## src/rtl/cell_paint_engine.sv

```systemverilog
// Repaints changed game-grid cells as CELL_PX-square RGB565 blocks over an 8080-style 8-bit write bus.
// Updates wait in a small FIFO; scan_en throttles the scanner while one slot of margin remains.
module cell_paint_engine #(
  parameter int FIFO_DEPTH = 4,
  parameter int CELL_PX    = 20
) (
  input  logic       clk,
  input  logic       nrst,
  input  logic       diff,
  input  logic [3:0] x,
  input  logic [3:0] y,
  input  logic [2:0] obj_code,
  input  logic       lcd_ready,
  output logic       scan_en,
  output logic       busy,
  output logic       overflow,
  output logic       lcd_csx,
  output logic       lcd_dcx,
  output logic       lcd_wrx,
  output logic [7:0] lcd_data
);

  localparam int AW = $clog2(FIFO_DEPTH);
  localparam int CW = AW + 1;
  localparam logic [CW-1:0] CNT_FULL = CW'(FIFO_DEPTH);
  localparam logic [CW-1:0] CNT_HI   = CW'(FIFO_DEPTH - 1);
  localparam logic [8:0]    PX       = 9'(CELL_PX);
  localparam logic [8:0]    LAST_PIX = 9'(CELL_PX * CELL_PX - 1);

  typedef struct packed {
    logic [3:0] x;
    logic [3:0] y;
    logic [2:0] obj;
  } cell_t;

  typedef enum logic [2:0] {IDLE, CASET, PASET, RAMWR, PIXELS} state_t;

  cell_t         mem [FIFO_DEPTH];
  logic [AW-1:0] wr_ptr;
  logic [AW-1:0] rd_ptr;
  logic [CW-1:0] count;
  logic          fifo_full;
  logic          fifo_empty;
  logic          push;
  logic          pop;

  state_t        state;
  cell_t         cur;
  logic [2:0]    idx;
  logic [8:0]    pix_cnt;
  logic          lo_byte;

  logic [8:0]    x0;
  logic [8:0]    x1;
  logic [8:0]    y0;
  logic [8:0]    y1;
  logic [15:0]   colour;

  // A full FIFO still accepts a push when the head is popped in the same cycle.
  always_comb begin
    fifo_full  = (count == CNT_FULL);
    fifo_empty = (count == '0);
    pop        = (state == IDLE) && !fifo_empty && lcd_ready;
    push       = diff && (!fifo_full || pop);
    busy       = (state != IDLE) || !fifo_empty;
  end

  always_comb begin
    x0 = 9'(cur.x) * PX;
    x1 = x0 + PX - 9'd1;
    y0 = 9'(cur.y) * PX;
    y1 = y0 + PX - 9'd1;
    case (cur.obj)
      3'b001:  colour = 16'hFFE0;
      3'b010:  colour = 16'h07E0;
      3'b011:  colour = 16'hF800;
      3'b100:  colour = 16'h001F;
      default: colour = 16'h0000;
    endcase
  end

  // Data byte k (1..4) of a CASET/PASET window, coordinates zero-extended to 16 bits.
  function automatic logic [7:0] coord_byte(input logic [8:0] c_lo, input logic [8:0] c_hi,
                                            input logic [2:0] k);
    case (k)
      3'd1:    coord_byte = {7'd0, c_lo[8]};
      3'd2:    coord_byte = c_lo[7:0];
      3'd3:    coord_byte = {7'd0, c_hi[8]};
      default: coord_byte = c_hi[7:0];
    endcase
  endfunction

  always_ff @(posedge clk) begin
    if (push) begin
      mem[wr_ptr] <= cell_t'({x, y, obj_code});
    end
  end

  always_ff @(posedge clk or negedge nrst) begin
    if (!nrst) begin
      wr_ptr   <= '0;
      rd_ptr   <= '0;
      count    <= '0;
      overflow <= 1'b0;
      scan_en  <= 1'b1;
    end else begin
      if (push) begin
        wr_ptr <= wr_ptr + 1'b1;
      end
      if (pop) begin
        rd_ptr <= rd_ptr + 1'b1;
      end
      if (push && !pop) begin
        count <= count + 1'b1;
      end else if (pop && !push) begin
        count <= count - 1'b1;
      end
      if (diff && !push) begin
        overflow <= 1'b1;
      end
      scan_en <= (count < CNT_HI);
    end
  end

  // lcd_wrx doubles as the phase flag: low = phase A, high = phase B of the byte on the bus.
  always_ff @(posedge clk or negedge nrst) begin
    if (!nrst) begin
      state    <= IDLE;
      cur      <= '0;
      idx      <= '0;
      pix_cnt  <= '0;
      lo_byte  <= 1'b0;
      lcd_csx  <= 1'b1;
      lcd_dcx  <= 1'b1;
      lcd_wrx  <= 1'b1;
      lcd_data <= '0;
    end else if (state == IDLE) begin
      if (pop) begin
        cur      <= mem[rd_ptr];
        state    <= CASET;
        idx      <= '0;
        lcd_csx  <= 1'b0;
        lcd_dcx  <= 1'b0;
        lcd_wrx  <= 1'b0;
        lcd_data <= 8'h2A;
      end
    end else if (!lcd_wrx) begin
      lcd_wrx <= 1'b1;
    end else begin
      lcd_wrx <= 1'b0;
      lcd_dcx <= 1'b1;
      case (state)
        CASET: begin
          if (idx == 3'd4) begin
            state    <= PASET;
            idx      <= '0;
            lcd_dcx  <= 1'b0;
            lcd_data <= 8'h2B;
          end else begin
            idx      <= idx + 3'd1;
            lcd_data <= coord_byte(x0, x1, idx + 3'd1);
          end
        end
        PASET: begin
          if (idx == 3'd4) begin
            state    <= RAMWR;
            idx      <= '0;
            lcd_dcx  <= 1'b0;
            lcd_data <= 8'h2C;
          end else begin
            idx      <= idx + 3'd1;
            lcd_data <= coord_byte(y0, y1, idx + 3'd1);
          end
        end
        RAMWR: begin
          state    <= PIXELS;
          pix_cnt  <= '0;
          lo_byte  <= 1'b0;
          lcd_data <= colour[15:8];
        end
        PIXELS: begin
          if (!lo_byte) begin
            lo_byte  <= 1'b1;
            lcd_data <= colour[7:0];
          end else if (pix_cnt == LAST_PIX) begin
            state   <= IDLE;
            lcd_csx <= 1'b1;
            lcd_wrx <= 1'b1;
          end else begin
            pix_cnt  <= pix_cnt + 9'd1;
            lo_byte  <= 1'b0;
            lcd_data <= colour[15:8];
          end
        end
        default: begin
          state   <= IDLE;
          lcd_csx <= 1'b1;
          lcd_wrx <= 1'b1;
        end
      endcase
    end
  end

endmodule

```

## config.mk

```make
export PLATFORM = sky130hd
export DESIGN_NAME = cell_paint_engine
export DESIGN_NICKNAME = d
export VERILOG_FILES = /design/src/rtl/cell_paint_engine.sv
export SDC_FILE = /design/constraint.sdc
export NUM_CORES = 1
export LEC_CHECK = 0
export CAP_MARGIN = 10
export CORE_MARGIN = 4
export CORE_UTILIZATION = 54
export CTS_CLUSTER_SIZE = 16
export DETAILED_ROUTE_END_ITERATION = 10
export PLACE_DENSITY = 0.79
export SKIP_CTS_REPAIR_TIMING = 1
export SLEW_MARGIN = 20
export SYNTH_ARGS = -nofsm -noshare
export SYNTH_HDL_FRONTEND = slang
export SYNTH_SLANG_ARGS = --single-unit
```

## constraint.sdc

```tcl
create_clock -name clk -period 2.6 [get_ports clk]
set_input_delay 0.26 -clock clk [delete_from_list [all_inputs] [get_ports clk]]
set_output_delay 0.26 -clock clk [all_outputs]
set_load 0.005 [all_outputs]
```

# Word-level counts from Yosys, hierarchy flattened
# Memories as Yosys holds them, arrays and structs flattened. A register that Yosys moved wholly into a read port is not among the register bits.
# Cells that the tools add are included.
[word_totals]
ram_bits = 44
output_inout_bits = 14
register_bits = 36
memories = 1
in_bits = 15
[memory_table]
columns = ["name", "depth", "width", "rd", "rd_ports_with_merged_regs", "wr", "line_no", "text"]
rows = [
  ["mem", 4, 11, 1, 1, 1, "38", "cell_t mem [FIFO_DEPTH];"],
]
[op_classes]
bitwise_logic = 1
reduce_logical = 31
n_mul = 2
order_cmp = 1
mux = 48
eq_ne = 23
add_sub_neg = 10
[ops]
columns = ["operator", "n"]
rows = [
  ["case mux 16 bit (4 select lines)", 1],
  ["2-to-1 mux 8 bit", 7],
  ["case mux 8 bit (3 select lines)", 2],
  ["2-to-1 mux 3 bit", 14],
  ["case mux 8 bit (4 select lines)", 1],
  ["adder 9 x 5 -> 9 bit (second input constant)", 2],
  ["== test 3 x 2 -> 1 bit (second input constant)", 6],
  ["2-to-1 mux 9 bit", 2],
  ["case mux 9 bit (2 select lines)", 1],
  ["subtractor 9 x 1 -> 9 bit (second input constant)", 2],
  ["2-to-1 mux 1 bit", 16],
  ["multiplier 4 x 3 -> 7 bit (second input constant)", 2],
  ["== test 3 bit (second input constant)", 4],
  ["!= test 3 bit (second input constant)", 4],
  ["case mux 3 bit (4 select lines)", 1],
  ["AND reduction 5 bit", 2],
  ["adder 9 x 1 -> 9 bit (second input constant)", 1],
  ["== test 3 x 1 -> 1 bit (second input constant)", 3],
  ["== test 9 bit (second input constant)", 1],
  ["nonzero test 2 bit", 4],
  ["adder 3 x 1 -> 3 bit (second input constant)", 2],
  ["logical AND 1 bit", 6],
  ["zero test 3 bit", 2],
  ["!= test 2 bit (second input constant)", 3],
  ["other kinds (17)", 27],
]

# Depth between registers and ports, before layout
[logic_depth]
depth_word = 10
ltp_mapped = 10
mapped_depth_nobuf = 9

# Least setup slack after synthesis
# OpenSTA, ideal clock, no wires.
[synth_path]
kind = "register to register"
from = "reg cur[6] (netlist name)"
to = "reg lcd_data[0]"
setup_time_ns = 0.104
path_slack_ns = 0.148
path_buffers = 0
stages_incl_launch_ff = 9
synth_period_minus_slack_ns = 2.452
arrival_time_ns = 2.349
path_cell_list = "dfrtp_1 > ha_1 > ha_1 > fa_1 > nand3b_1 > and3_1 > nor4_1 > nor4_1 > o41ai_2"
[synth_between]
elab_chain_len = 8
[synth_lines]
columns = ["element", "line_no", "text"]
rows = [
  ["from (decl)", "48", "cell_t cur;"],
  ["from (signal assigned)", "139", "cur <= mem[rd_ptr];"],
  ["multiplier 4 x 3 -> 7 bit *", "71", "y0 = 9'(cur.y) * PX;"],
  ["adder 9 x 5 -> 9 bit", "72", "y1 = y0 + PX - 9'd1;"],
  ["subtractor 9 x 1 -> 9 bit", "72", ""],
  ["case mux 8 bit (3 select lines) *", "85", "case (k)"],
  ["2-to-1 mux 8 bit *", "165", "if (idx == 3'd4) begin"],
  ["case mux 8 bit (4 select lines) *", "152", "case (state)"],
  ["2-to-1 mux 8 bit *", "147", "end else if (!lcd_wrx) begin"],
  ["2-to-1 mux 8 bit *", "137", "end else if (state == IDLE) begin"],
  ["to (signal assigned)", "161", "lcd_data <= coord_byte(x0, x1, idx + 3'd1);"],
  ["to (signal assigned)", "172", "lcd_data <= coord_byte(y0, y1, idx + 3'd1);"],
  ["to (signal assigned)", "179", "lcd_data <= colour[15:8];"],
  ["to (decl)", "20", "output logic [7:0] lcd_data"],
]
# Mark *: on every way between the ends. The rest lies on a longest branch, timed or not. The select of a mux whose other input is x is not followed.
# A chain may end at the register's enable or synchronous reset.

# Final worst setup path
[layout_path]
from = "reg cur[4] (netlist name)"
to = "reg lcd_data[7]"
# Same word-level chain as after synthesis.

==> impl_metrics.py <==
metrics = {
    "place": {
        "dpl.hpwl_um": 6463,
        "dpl_cell_area_um2": 5149,
        "port_buffers": 28,
        "dpl.cell_count": 521,
        "place.gp.congestion": 0.8794,
    },
    "cts": {
        "cts_buffer_depth": 2,
        "cts_sinks": 91,
        "cts_tree": "done",
        "cts_inserted_buffers": 9,
        "htreeDepth": 3,
        "clk_pin_slew_worst_paths_ns": 0.10,
        "clk_latency_ns": 0.36,
        "cts_root_buf": "clkbuf_8",
    },
    "finish": {
        "num_antenna_cells": 0,
        "syn_to_final_growth_pct": 13.91,
        "final_nets": 467,
        "nFillCells": 635,
        "drive_gt1_share_pct": 17.28,
        "layout.cells.non_filler": 539,
        "finalInstanceArea_um2": 5368,
    },
    "timing": {
        "holdWs_ns": 0.4344,
        "finalSetupViolations": 0,
        "post-route-min-period_ns": 2.490,
        "worstMarginPinSlew_ns": 0.7918,
        "drv_slew": 0,
        "finalHoldViolations": 0,
        "finalCritPeriodShare_pct": 95.77,
        "fmax_mhz": 401.6,
        "clock_skew_ns": 0.01290,
        "tns_ns": 0,
        "slew-limit-headroom_pct": 46.54,
        "rsz0062_at_grt": "no",
    },
    "floorplanning": {
        "fp.dieArea_um2": 10280,
        "die-width_um": 101.4,
        "row_count": 33,
        "coreArea_um2": 8341,
        "chipHeight_um": 101.4,
        "ioPinCount": 29,
        "start_util_pct": 56.50,
    },
    "synth": {
        "async_flop_share_pct": 51.65,
        "ys_ff_latch": 91,
        "ys_warn_count": 0,
        "synth_edf_count": 44,
        "ys_types": 63,
        "synth_seq_area_share_pct": 53.11,
        "synth-simple-area-share_pct": 13.54,
        "synth-xor-area-share_pct": 4.116,
        "syn_inst": 388,
        "postSynthAreaPerCell_um2": 12.14,
        "synth_flop_cell": "edfxtp_1",
        "synth_top_family_by_area": "simple AND/OR/NAND/NOR gates",
        "yosys.area_share.adder_pct": 6.585,
        "synth_nets": 426,
        "synth_compound_area_share_pct": 13.01,
        "syn_area_um2": 4712,
        "muxShareOfSynthArea_pct": 6.930,
    },
    "drt": {
        "drc_errors": 0,
        "wl_per_cell_um": 17.01,
        "dr.pass1.iters": 6,
        "ant_nets": 0,
        "drt_iter0_drc": 190,
        "routed-wl-met3_um": 475,
        "dr.max_layer_used": "met4",
        "wl_met1_um": 4147,
        "vias": 3194,
        "wl_met2_um": 4378,
        "post_drt_via_cell_ratio": 5.926,
        "routed_wl_um": 9167,
    },
    "global_routing": {
        "grt_pass1_vias": 3196,
        "antenna_found_initial": 0,
        "grt_overflow": 0,
        "grt_pass1_wl_um": 15570,
        "grt_max_degree": 48,
        "grt_use_total_pct": 19.33,
    },
    "critical_path": {
        "critical_path.cell_chain": "ha_1 > ha_2 > fa_2 > nand3_1 > or3_1 > a31o_2 > a32o_1",
        "critPathRequiredTime_ns": 2.86,
        "cp-end-kind": "flop",
        "slowest_stage": "fa_2",
        "worst-path-max-fanout": 4,
        "slowest_delay_ns": 0.58,
        "worstPathArrival_ns": 2.75,
        "path_class": "flop to flop",
        "start_kind": "flop",
    },
    "pwr": {
        "irDropWorstVdd_v": 0.0004531,
        "p_per_area_nw_per_um2": 585.0,
        "leakage_nw": 2.104,
    },
    "outcome": {
        "status": "complete, no violations",
    },
    "worst_hold_path": {
        "hold_path_class": "primary input to async pin",
    },
    "flow_run": {
        "cap_viol_max_count": 0,
    },
}
==> layout by cell type, fill, tap and decap left out, drive strengths merged, types with 4 or more instances in the layout <==
cell	count
a21oi	18
nor2b	4
nand3	16
dfstp	4
edfxtp	44
mux4	11
nor3	8
dfrtp	43
a21o	4
o21ai	28
clkdlybuf4s50	27
ha	20
xnor2	14
and2	7
nand4	4
nor2	20
clkbuf	9
nand2	42
xor2	6
buf	17
clkinv	5
inv	14
or3	8
a31oi	5
mux2	7
==> worst max-delay path, delay by kind of cell, from the launching register on <==
kind	cells	cell delay, ns
flip-flops	1	0.41
AO/OA/AOI/OAI	2	0.48
AND/OR/NAND/NOR	2	0.40
adder cells (fa/ha/maj)	3	1.09
==> where the power goes <==
group          total [mW]  leakage, nW  switching, mW  internal, mW
clock               0.925        0.100          0.551         0.374
combinational       0.412         1.00          0.213         0.199
sequential           1.80         1.00         0.0820          1.72
total                3.14         2.10          0.846          2.29
==> state kept, by name (all words and copies together), names as in the netlist, 3 cells and up <==
signal and cells:
lcd_data 8, cur 11, count 3, idx 3, pix_cnt 9, state 3
mem 44
==> cells by family after synthesis <==
kind of cell	count (synthesis)
AOI/OAI and AO/OA	85
xor gates and xnor gates	20
adders and majority gates	23
buffers and inverters	27
DFF	91
muxes	18
and+or+nand+nor	124
==> cells in the mapped netlist, types with 2 or more instances <==
cell	instances	share of area (%)
a21o_1	4	0.64
a31o_2	2	0.37
nand3b_1	2	0.32
edfxtp_1	44	28
nand2b_1	2	0.27
mux4_2	11	5.3
nor4_1	2	0.27
a32o_1	2	0.42
xor2_1	5	0.93
a31oi_1	5	0.66
nor2_2	3	0.40
o31ai_1	2	0.32
and2_1	7	0.93
nand2_1	42	3.3
nor2_1	17	1.4
o41ai_1	2	0.37
o2111ai_1	3	0.56
nand3_1	16	1.7
nor3_1	7	0.74
and3_1	3	0.40
buf_2	6	0.64
dfstp_2	4	2.2
buf_6	2	0.48
xnor2_1	14	2.6
o21ai_0	28	3.0
mux2_2	7	1.7
a21oi_1	16	1.7
nor2b_1	4	0.53
a21oi_2	2	0.37
inv_1	11	0.88
fa_1	3	1.3
or3_1	8	1.1
clkbuf_1	6	0.48
dfrtp_1	43	23
ha_1	20	5.3
a211oi_1	3	0.48
nand4_1	4	0.53
==> metal layers <==
layer  vias up  global-route usage, %
li1       1529                      -
met3        14                  4.959
met2        93                  31.19
met4         0                  6.237
met5         -                      0
met1      1558                  25.79
==> worst paths after layout <==
check / start / end / slack [ns] / depth (start not counted)
min in group clk: lcd_data[3]$_DFFE_PN0P_ / lcd_data[3]$_DFFE_PN0P_ / 0.49 / 2
min reg2reg: lcd_data[3]$_DFFE_PN0P_ / lcd_data[3]$_DFFE_PN0P_ / 0.49 / 2
min: nrst / pix_cnt[6]$_DFFE_PN0P_ / 0.43 / 2
max: cur[4]$_DFFE_PN0P_ / lcd_data[7]$_DFFE_PN0P_ / 0.11 / 7
max in group asynchronous: nrst / cur[1]$_DFFE_PN0P_ / 1.75 / 2
max reg2reg: cur[4]$_DFFE_PN0P_ / lcd_data[7]$_DFFE_PN0P_ / 0.11 / 7
==> cell type report <==
class                      instances  area, µm²  share of cell area [%]
tap                              105      131.4                   2.448
inverter                          12      45.04                  0.8392
timing repair buffer              45      407.9                   7.599
clock inverter                     7      70.07                   1.305
sequential                        91       2502                   46.62
clock buffer                       9      123.9                   2.308
multi-input combinational        270       2087                   38.88
==> metrics by stage <==
stage | power, mW | worst slack (ns) | util (%)
6_report | 3.140 | 0.1099 | 64.36
3_3_place_gp | 2.218 | 0.08023 | 61.73
3_5_place_dp | 2.254 | 0.01692 | 61.73
4_1_cts | 3.175 | -0.01441 | 64.06
5_1_grt | 3.310 | 0.02039 | 64.36
2_1_floorplan | 2.051 | 0.1479 | -
No activity file was read; power rests on OpenSTA's default activity.
